--- src/rtl/demux16_tdm.sv ---
// demux16_tdm: receive end of the 16-to-1 slot-select path.
// Collects one serial bit per accepted beat into a shadow word, indexed by the
// slot counter, and publishes the word on dout once slot 15 arrives. An early
// start-of-frame restarts collection and flags the abandoned frame.
module demux16_tdm #(
    parameter int SLOTS = 16,
    parameter int SEL_W = 4
) (
    input  logic             clk,
    input  logic             rst,
    input  logic             din,
    input  logic             din_valid,
    input  logic             sof,
    output logic [SLOTS-1:0] dout,
    output logic             frame_valid,
    output logic             frame_err,
    output logic             busy,
    output logic [SEL_W-1:0] slot
);

    typedef enum logic [0:0] {
        IDLE = 1'b0,
        RECV = 1'b1
    } state_t;

    localparam logic [SEL_W-1:0] SLOT_ZERO = {SEL_W{1'b0}};
    localparam logic [SEL_W-1:0] SLOT_ONE  = SLOT_ZERO + 1'b1;
    localparam logic [SEL_W-1:0] SLOT_LAST = SEL_W'(SLOTS - 1);

    state_t           state_r;
    logic [SEL_W-1:0] slot_r;
    logic [SLOTS-1:0] shadow_r;
    logic [SLOTS-1:0] dout_r;
    logic             frame_valid_r;
    logic             frame_err_r;
    logic             busy_r;

    // Frame collection FSM: shadow/slot bookkeeping and registered status outputs.
    always_ff @(posedge clk or posedge rst) begin
        if (rst) begin
            state_r       <= IDLE;
            slot_r        <= SLOT_ZERO;
            shadow_r      <= {SLOTS{1'b0}};
            dout_r        <= {SLOTS{1'b0}};
            frame_valid_r <= 1'b0;
            frame_err_r   <= 1'b0;
            busy_r        <= 1'b0;
        end else begin
            // Pulses last exactly one cycle unless re-raised below.
            frame_valid_r <= 1'b0;
            frame_err_r   <= 1'b0;
            if (din_valid) begin
                case (state_r)
                    IDLE: begin
                        // Beats without sof while idle are line noise and are dropped.
                        if (sof) begin
                            shadow_r[0] <= din;
                            slot_r      <= SLOT_ONE;
                            state_r     <= RECV;
                            busy_r      <= 1'b1;
                        end else begin
                            state_r     <= IDLE;
                        end
                    end
                    RECV: begin
                        if (sof) begin
                            // Resync: abandon the partial frame, dout keeps the last good word.
                            frame_err_r <= 1'b1;
                            shadow_r[0] <= din;
                            slot_r      <= SLOT_ONE;
                            state_r     <= RECV;
                        end else begin
                            shadow_r[slot_r] <= din;
                            if (slot_r == SLOT_LAST) begin
                                dout_r        <= {din, shadow_r[SLOTS-2:0]};
                                frame_valid_r <= 1'b1;
                                slot_r        <= SLOT_ZERO;
                                state_r       <= IDLE;
                                busy_r        <= 1'b0;
                            end else begin
                                slot_r        <= slot_r + SLOT_ONE;
                            end
                        end
                    end
                    default: begin
                        state_r <= IDLE;
                        slot_r  <= SLOT_ZERO;
                        busy_r  <= 1'b0;
                    end
                endcase
            end else begin
                // No accepted beat: gaps of any length hold all frame state.
                state_r <= state_r;
            end
        end
    end

    assign dout        = dout_r;
    assign frame_valid = frame_valid_r;
    assign frame_err   = frame_err_r;
    assign busy        = busy_r;
    assign slot        = slot_r;

endmodule
--- config.mk ---
export PLATFORM = sky130hd
export DESIGN_NAME = demux16_tdm
export DESIGN_NICKNAME = d
export VERILOG_FILES = /design/src/rtl/demux16_tdm.sv
export SDC_FILE = /design/constraint.sdc
export NUM_CORES = 1
export LEC_CHECK = 0
export BUFFER_PORTS_ARGS = -buffer_cell sky130_fd_sc_hd__buf_2
export CAP_MARGIN = 5
export CORE_ASPECT_RATIO = 0.75
export CORE_MARGIN = 5
export CORE_UTILIZATION = 50
export CTS_CLUSTER_DIAMETER = 200
export CTS_CLUSTER_SIZE = 10
export DETAILED_ROUTE_END_ITERATION = 10
export PLACE_DENSITY = 0.72
export SETUP_SLACK_MARGIN = 0.02
export SLEW_MARGIN = 5
export SYNTH_ARGS = -nofsm -noshare
export SYNTH_HDL_FRONTEND = slang
export SYNTH_SLANG_ARGS = --single-unit
--- constraint.sdc ---
create_clock -name clk -period 2.8 [get_ports clk]
set_input_delay 0.28 -clock clk [delete_from_list [all_inputs] [get_ports clk]]
set_output_delay 0.28 -clock clk [all_outputs]
set_load 0.02 [all_outputs]
# After elaboration in Yosys (flattened, before gate mapping)
# Index checks and enable logic that the tools add are counted.
dict set report classes {
  n_eq_ne 4
  order_cmp 2
  bitwise 2
  n_addsub 1
  n_reduce_logical 5
  n_mux 24
}
# cell count
set op_table {}
lappend op_table {{$bwmux 16} 1}
lappend op_table {{$mux 1} 15}
lappend op_table {{$mux 4} 3}
lappend op_table {{$pmux 4 s2} 1}
lappend op_table {{$reduce_and 4->1} 2}
lappend op_table {{$pmux 1 s2} 3}
lappend op_table {{$lt 4x5->1 const B} 1}
lappend op_table {{$add 4x1->4 const B} 1}
lappend op_table {{$demux 1 s4} 1}
lappend op_table {{$eq 4x4->1 const B} 1}
lappend op_table {{$ge 4x1->1 const B} 1}
lappend op_table {{$ne 2x2->1 const B} 2}
lappend op_table {{$reduce_and 3->1} 1}
lappend op_table {{$ne 2x1->1 const B} 1}
lappend op_table {{$not 1->1} 2}
lappend op_table {{$reduce_and 2->1} 1}
lappend op_table {{$logic_and 1x1->1} 1}
dict set report totals {
  word_cells 46
  ff_bits 40
}

# Logic depth before layout (Yosys ltp)
# Gate-level depths: netlist of the first run.
dict set report depth {
  word_depth 7
  mapped_depth 7
  depth_no_buf 5
}

# Least setup slack after synthesis of the first run
# No wires, ideal clock.
dict set report synth_path {
  path_kind {reg2reg}
  start {reg slot_r[1] (netlist: slot[1])}
  end {reg dout_r[0] (netlist: dout[0])}
  path_slack_ns 0.908
  t_arrival_ns 1.765
  setup_time_ns 0.127
  synth_period_minus_slack_ns 1.892
  stages_incl_launch_ff 8
  cell_sequence {dfrtp_1 ha_1 clkbuf_2 nand4_1 nor3b_2 buf_4 buf_6 mux2_1}
}
dict set report synth_between {
  elab_chain_cells 2
}
# element line
set synth_rtl {}
lappend synth_rtl {{start, declared} 31} ;# logic [SEL_W-1:0] slot_r;
lappend synth_rtl {{start signal, assigned} 81} ;# slot_r <= slot_r + SLOT_ONE;
lappend synth_rtl {{$eq 4x4->1} 74} ;# if (slot_r == SLOT_LAST) begin
lappend synth_rtl {{$reduce_and 4->1 (no source line)} -}
lappend synth_rtl {{end signal, assigned} 44} ;# dout_r <= {SLOTS{1'b0}};
lappend synth_rtl {{end signal, assigned} 75} ;# dout_r <= {din, shadow_r[SLOTS-2:0]};
lappend synth_rtl {{end, declared} 33} ;# logic [SLOTS-1:0] dout_r;
# Every way passes these cells.
# A chain may end at the register's enable or synchronous reset.

# Final worst setup path of the first run
dict set report layout_path {
  start {reg slot_r[1] (netlist: slot[1])}
  end {reg dout_r[11] (netlist: dout[11])}
}
# The elaborated chain is that of the path after synthesis.

==> impl_metrics.yaml, run 1 <==
sta:
  hold_violations: 0
  drv_slew: 0
  fin_crit_ns: 1.90
  rsz0062_at_grt: "false"
  relSlewSlack_pct: 52.5
  tightest_slew_ns: 0.712
  setup_tns_ns: 0
  fin_crit_sh_pct: 67.8
  setup_ws_ns: 0.902
  clock_skew_ns: 0.00247
  max_freq_mhz: 527
  setup_viol: 0
setup_path:
  crit_family: "flip-flops"
  slowest_stage: "dfrtp_1"
  critPathBufInv: 1
  start_kind: "register"
  worst_path_largest_cell_delay_ns: 0.47
  critPathMaxFanout: 12
  cp_cell_sequence: "ha_1, nand4_1, nor3b_2, buf_4, mux2_2"
  end_kind: "register"
  critPathArrivalTime_ns: 2.07
  cp.required_ns: 2.97
  reg2reg_slack_ns: 0.90
  path_class: "reg -> reg"
placement:
  port-buffer-count: 27
  place_hpwl_mm: 2.33
  placed_cells_incl_taps: 192
  place_congestion: 0.807
  place_ws_ns: 0.913
cells_and_area:
  final_cells: 200
  area_delta_synth_final_pct: 16.5
  drive_gt1_share_pct: 40.0
  nets: 168
  fin_util_pct: 60.4
  n_fill_cell: 271
  layout_commonest_cell: "dfrtp_1"
  final_cell_mix: "dfrtp_1, buf_2, mux2_2, nand4_1, nand3_1"
  antenna_cells: 0
clock_network:
  clk_root_buffer_cell: "clkbuf_8"
  cts_setup_buffers: 0
  cts_tree: "built"
  ctsResizeCount: 0
  cts.sinks: 39
  clockBufferDepth: 2
  hold_buffers: 0
  cts-buffers-inserted: 5
  clock_latency_ns: 0.28
  path_clk_slew_ns: 0.07
  htree_levels: 2
synth:
  syn_avg_cell_area_um2: 13.1
  synth-seq-cells: 39
  yosys_warnings: 0
  yosysUniqueCellTypes: 29
  synth_seq_area_share_pct: 57.3
  async_flop_share_pct: 100
  netlist_instances: 130
  synth_flop_cell: "dfrtp_1"
  syn_nets: 139
  synth_edf_count: 0
  syn_area_um2: 1700
status:
  outcome: "completed"
floorplanning:
  die_w_um: 77.4
  num_rows: 18
  die-area_um2: 4690
  core_area_um2: 3290
  die_h_um: 60.6
  initial_core_util_pct: 51.8
  io_pins: 28
drt:
  drtPass1Iterations: 4
  dr.first_iter.drc_count: 58
  vias: 1092
  drcViolationCount: 0
  vias_per_cell: 5.46
  drt.antenna.violating_nets: 0
  wirelength_mm: 3.19
  wl_per_cell_um: 16.0
global_route:
  grt_max_degree: 22
  grt_pass1_wl_mm: 5.66
  antenna_found_initial: 0
  grt_pass1_vias: 1157
  grt.overflow.total: 0
  grtUsageTotal_pct: 15.5
pwr:
  finalPower_mw: 1.34
  vdd_drop_max_uv: 247
  leakage_nw: 1.06
  power_density_nw_per_um2: 672
hold_path:
  hp-class: "in -> async"
run:
  cap_violations: 0
## state kept, by name, indices dropped and copies added, names as in the netlist
name,cells
state_r,1
frame_valid,1
frame_err,1
slot,4
shadow_r,15
dout,16
busy,1
## worst paths after layout
check                        start          end  cells after the start
max                        slot[1]     dout[11]                      5
min                            rst     dout[15]                      2
max reg2reg                slot[1]     dout[11]                      5
min reg2reg                dout[0]      dout[0]                      1
max in group asynchronous      rst  frame_valid                      3
min in group clk               sof      state_r                      3
## layer usage
metal  up-vias  GRT usage (%)  share of wire (%)
met4         0           6.62               0.60
met1       546           21.1                 47
met3         2           4.15                5.2
li1        518              -                  -
met2        26           24.0                 47
met5         -              0                  0
## cells in the mapped netlist (all sizes together), types with 2 or more instances
cell type | number | area [µm²]
mux2 | 31 | 349
nand4 | 9 | 56.3
ha | 4 | 50.1
nor3b | 3 | 32.5
nand2 | 5 | 18.8
dfrtp | 39 | 976
buf | 3 | 23.8
inv | 6 | 22.5
a21o | 2 | 15.0
clkbuf | 5 | 20.0
nand3 | 8 | 40.0
o21ai | 3 | 15.0
## stage by stage
step	cell area [µm²]	hold slack (ns)
after floorplan	1700	0.404
after global placement	1870	0.410
after detailed placement	1870	0.433
after CTS	1990	0.121
after global routing	1990	0.163
final	1990	0.101
## area by class of cell
class	count	area [µm²]	share of cell area [%]
Sequential cell	39	976	49.1
Multi-Input combinational cell	77	662	33.3
Timing Repair Buffer	30	158	7.94
Clock buffer	6	82.6	4.16
Tap cell	40	50.0	2.52
Clock inverter	2	35.0	1.76
Inverter	6	22.5	1.13
## power breakdown
part / leakage, nW / total (mW) / switching [mW] / internal (mW)
sequential: 0.521 / 0.673 / 0.0517 / 0.622
combinational: 0.479 / 0.188 / 0.104 / 0.0840
clock: 0.0612 / 0.474 / 0.185 / 0.288
total: 1.06 / 1.34 / 0.341 / 0.994
## cell families (layout without fill, tap and decap cells)
group / after synthesis / count (layout) / synth area share, %
AND/OR/NAND/NOR: 32 / 32 / 11.6
multiplexers: 31 / 31 / 20.5
AO/OA/AOI/OAI: 10 / 10 / 3.82
flip-flops: 39 / 39 / 57.3
buffers and inverters: 14 / 44 / 3.89
adder cells (fa/ha/maj): 4 / 4 / 2.94
No activity file was read; power rests on OpenSTA's default activity.
==> run 2, diff against run 1 <==
Settings changed: ABC_AREA from default to 1.
Clock period 2.8 ns to 1.75 ns, I/O delays scaled along.
==> impl_metrics.yaml, run 2 <==
status:
  outcome: "completed"
floorplanning:
  initial_core_util_pct: 51.7
  core_area_um2: 3270
  die-area_um2: 4650
  num_rows: 18
  die_h_um: 60.3
  die_w_um: 77.1
  io_pins: 28
synth:
  synth_common_cells: "nand2_1, dfrtp_1, o21ai_0"
  syn_avg_cell_area_um2: 8.80
  synth_area_leader_cell: "dfrtp_1"
  syn_nets: 201
  synth_seq_area_share_pct: 57.8
  synth-seq-cells: 39
  synth_top_area_share_pct: 57.8
  yosysMostFrequentCell: "nand2_1"
  yosysUniqueCellTypes: 17
  async_flop_share_pct: 100
  syn_area_um2: 1690
  synth_edf_count: 0
  netlist_instances: 192
  synth_flop_cell: "dfrtp_1"
  yosys_warnings: 0
  ys_top_cells_by_area: "dfrtp_1, nand2_1, o21ai_0"
sta:
  setup_tns_ns: 0
  relSlewSlack_pct: 68.4
  max_freq_mhz: 688
  hold_violations: 0
  rsz0062_at_grt: "false"
  fin_crit_ns: 1.45
  clock_skew_ns: 0.00931
  fin_crit_sh_pct: 83.0
  drv_slew: 0
  setup_viol: 0
  tightest_slew_ns: 0.474
drt:
  m1WireLength_mm: 1.66
  met3_length_um: 172
  dr.first_iter.drc_count: 90
  drcViolationCount: 0
  vias: 1316
  dr_wl_met2_mm: 1.41
  drt.antenna.violating_nets: 0
  wl_per_cell_um: 12.3
  drtPass1Iterations: 4
  wirelength_mm: 3.28
  vias_per_cell: 4.95
  dr.max_layer_used: "met4"
cells_and_area:
  final_cell_mix: "nand2_1, dfrtp_1, buf_2, o21ai_0, nand3_1"
  final_cells: 266
  area_delta_synth_final_pct: 17.3
  layout_commonest_cell: "nand2_1"
  antenna_cells: 0
  drive_gt1_share_pct: 17.7
  largest_reg_flops: 16
  nets: 234
  fin_util_pct: 60.7
pwr:
  leakage_nw: 1.18
  power_density_nw_per_um2: 1100
  vdd_drop_max_uv: 632
setup_path:
  path_class: "reg -> reg"
  start_kind: "register"
  critPathBufInv: 1
  reg2reg_to: "busy"
  end_kind: "register"
  r2r-start: "slot[1]"
  slowest_stage: "dfrtp_1"
  cp.required_ns: 1.93
  critPathArrivalTime_ns: 1.63
  worst_path_largest_cell_delay_ns: 0.41
  crit_start: "slot[1]"
  crit_family: "simple AND/OR/NAND/NOR gates"
  reg2reg_depth: 6
  reg2reg_slack_ns: 0.30
  cp_cell_sequence: "ha_1, nand3_4, nor2_8, inv_4, nand2_1, o21ai_0"
  critPathMaxFanout: 19
clock_network:
  cts_setup_buffers: 0
  clockBufferDepth: 2
  cts.sinks: 39
  cts-buffers-inserted: 5
  htree_levels: 2
  clock_latency_ns: 0.30
  clk_root_buffer_cell: "clkbuf_8"
  cts_tree: "built"
  path_clk_slew_ns: 0.08
  ctsResizeCount: 0
global_route:
  grt.overflow.total: 0
  grt_pass1_wl_mm: 5.85
  antenna_found_initial: 0
  grt_max_degree: 40
  grtUsageTotal_pct: 16.2
  grt_pass1_vias: 1228
hold_path:
  worstHoldStart: "sof"
  hold_end: "frame_err"
  min_path_cells: 3
  hp-class: "in -> reg"
placement:
  port-buffer-count: 27
  placed_cells_incl_taps: 257
  place_hpwl_mm: 2.36
  place_congestion: 0.878
run:
  cap_violations: 0
[run 2: what timing repair did]
action,in CTS,in global routing
hold buffers,1,0
hold endpoints to repair,17,0
endpoints found under the setup margin,0,0
[run 2: metal layers]
layer / vias to the layer above / track usage (%)
li1: 673 / -
met3: 4 / 4.60
met5: - / 0
met2: 29 / 24.2
met4: 0 / 5.15
met1: 610 / 23.3
[run 2: tightest hold or removal path: cells and delay by family]
kind	cells	cell delay, ns
and+or+nand+nor	1	0.04
buffers and inverters	2	0.20
[run 2: cells by family (layout without fill, tap and decap cells)]
family          after synthesis  after routing  share of synthesized area (%)
flops                        39             39                           57.8
fa+ha+maj                     4              4                           2.96
simple gates                103            103                           26.4
buf+inv                      21             55                           5.48
compound gates               25             25                           7.41
[run 2: through the flow]
step / hold slack, ns / power (mW) / area (µm²) / setup WS, ns
after detailed placement: 0.315 / 1.44 / 1860 / 0.264
after global routing: 0.179 / 2.30 / 1980 / 0.0949
after floorplan: 0.303 / 1.33 / 1690 / 0.300
final: 0.162 / 2.18 / 1980 / 0.297
after global placement: 0.312 / 1.43 / 1860 / 0.333
after CTS: 0.155 / 2.19 / 1980 / 0.261
[run 2: how the worst max path moves through the flow]
stage | end | slack (ns) | cells past startpoint
global route | busy | 0.09 | 6
global placement | busy | 0.33 | 6
detailed placement | busy | 0.26 | 6
CTS | busy | 0.26 | 6
floorplan | dout[10] | 0.30 | 7
finish | busy | 0.30 | 6
[run 2: power by group]
part           internal (mW)  total, mW  switching, mW
clock                  0.424      0.750          0.325
combinational         0.0987      0.325          0.226
sequential              1.02       1.10         0.0845
total                   1.54       2.18          0.635
[run 2: cell type report]
cell class	count	area (µm²)
Fill cell	293	1280
Sequential cell	39	976
Multi-Input combinational cell	132	621
Timing Repair Buffer	29	153
Inverter	18	70.1
Clock buffer	5	68.8
Tap cell	40	50.0
Clock inverter	3	43.8
==> run 3, diff against run 2 <==
Settings changed: CORE_UTILIZATION 50 to 49, PLACE_DENSITY 0.72 to 0.74.
Clock period 1.75 ns to 1.3 ns, I/O delays scaled along.
==> impl_metrics.yaml, run 3 (synthesis gave the netlist of run 2 again) <==
global_route:
  grtUsageTotal_pct: 16.8
  grt.overflow.total: 0
  antenna_found_initial: 0
  grt_pass1_wl_mm: 6.07
  grt_pass1_vias: 1310
  grt_max_degree: 40
cells_and_area:
  nets: 241
  final_cell_mix: "nand2_1, dfrtp_1, buf_2, nand3_1, o21ai_0"
  final_cells: 273
  layout_commonest_cell: "nand2_1"
  finalInstanceArea_um2: 2100
  antenna_cells: 0
  area_delta_synth_final_pct: 24.1
  drive_gt1_share_pct: 27.0
  largest_reg_flops: 16
hold_path:
  hp-class: "in -> reg"
  min_path_cells: 3
  hold_end: "frame_err"
  worstHoldStart: "sof"
drt:
  vias_per_cell: 4.85
  dr.first_iter.drc_count: 54
  drt.antenna.violating_nets: 0
  drcViolationCount: 0
  wl_per_cell_um: 13.1
  drtPass1Iterations: 6
  vias: 1324
  wirelength_mm: 3.58
clock_network:
  clockBufferDepth: 2
  path_clk_slew_ns: 0.08
  cts.sinks: 39
  htree_levels: 2
  clock_latency_ns: 0.29
  cts_tree: "built"
  cts-buffers-inserted: 5
  clk_root_buffer_cell: "clkbuf_8"
setup_path:
  r2r-start: "slot[0]"
  cp.required_ns: 1.48
  cp_cell_sequence: "ha_4, nand3_4, nor2_8, inv_6, nand2_1, o21ai_0"
  path_class: "reg -> reg"
  critPathArrivalTime_ns: 1.39
  critPathMaxFanout: 19
  slowest_stage: "dfrtp_2"
  end_kind: "register"
  start_kind: "register"
  reg2reg_slack_ns: 0.09
  worst_path_largest_cell_delay_ns: 0.43
  reg2reg_depth: 6
  reg2reg_to: "busy"
pwr:
  intPower_mw: 2.13
  power_frac_clock_pct: 33.2
  power_density_nw_per_um2: 1440
  combPwrFrac_pct: 17.4
  share_seq_of_total_power_pct: 49.4
  switching_share_pct: 29.5
  vdd_drop_max_uv: 902
  power_switching_uw: 890
  leakage_nw: 1.22
sta:
  relSlewSlack_pct: 83.3
  clock_skew_ns: 0.00486
  fin_crit_sh_pct: 93.3
  hold_violations: 0
  rsz0062_at_grt: "true"
  whs_ns: 0.120
  setup_viol: 0
  setup_ws_ns: 0.0872
  fin_crit_ns: 1.21
  max_freq_mhz: 825
  tightest_slew_ns: 0.251
  drv_slew: 0
floorplanning:
  io_pins: 28
  die-area_um2: 4730
  initial_core_util_pct: 51.0
  num_rows: 18
  die_h_um: 60.8
  die_w_um: 77.8
  core_area_um2: 3310
placement:
  place_hpwl_mm: 2.53
  placed_cells_incl_taps: 261
  port-buffer-count: 27
  placed_area_um2: 1930
  place_congestion: 0.894
  place_ws_ns: 0.0385
status:
  outcome: "completed"
run:
  cap_violations: 0
run 3: through the flow:
| step | total power [mW] | setup TNS [ns] | util, % |
|---|---|---|---|
| after CTS | 3.01 | 0 | 62.0 |
| final | 3.02 | 0 | 63.3 |
| after floorplan | 1.80 | 0 | - |
| after global routing | 3.19 | -0.00315 | 63.3 |
| after detailed placement | 2.00 | 0 | 58.3 |
| after global placement | 1.99 | 0 | 58.3 |
run 3: layer usage:
| metal | vias up | track usage (%) | wire length (µm) |
|---|---|---|---|
| li1 | 689 | - | - |
| met1 | 602 | 22.5 | 1820 |
| met2 | 31 | 26.4 | 1510 |
| met3 | 2 | 5.93 | 231 |
| met4 | 0 | 4.41 | 17 |
| met5 | - | 0 | 0 |
run 3: critical path: cells and delay by family (launching register included):
| family | cells | cell delay [ns] |
|---|---|---|
| buffers and inverters | 1 | 0.10 |
| DFF | 1 | 0.43 |
| and+or+nand+nor | 3 | 0.33 |
| AOI/OAI and AO/OA | 1 | 0.07 |
| adders and majority gates | 1 | 0.18 |
run 3: cell type report:
class	count	area, µm²
fill	299	1210
sequential	39	981
multi-input combinational	132	651
timing repair buffer	36	230
inverter	18	72.6
clock buffer	5	68.8
tap	40	50.0
clock inverter	3	43.8
run 3: timing repair:
item	4_1_cts	5_1_grt
gates resized for setup	0	17
setup endpoints to repair	0	31
hold buffers	1	0
setup buffers	0	3
hold endpoints to repair	39	0
run 3: power groups by stage:
stage                     Combinational [mW]  Clock (mW)  Sequential, mW
final                                  0.526        1.00            1.49
after global placement                 0.486           0            1.50
after detailed placement               0.493           0            1.51
after floorplan                        0.268           0            1.53
after CTS                              0.504        1.02            1.49
after global routing                   0.593        1.08            1.52
run 3: worst max path at each step:
stage                        from           to  slack, ns  cells past startpoint
after floorplan           slot[1]     dout[10]       0.04                      7
after global placement    slot[0]  shadow_r[0]       0.08                      7
after detailed placement  slot[0]  shadow_r[0]       0.04                      7
after CTS                 slot[0]  shadow_r[0]       0.02                      7
after global routing      slot[0]  shadow_r[0]     -0.003                      7
final                     slot[0]         busy       0.09                      6
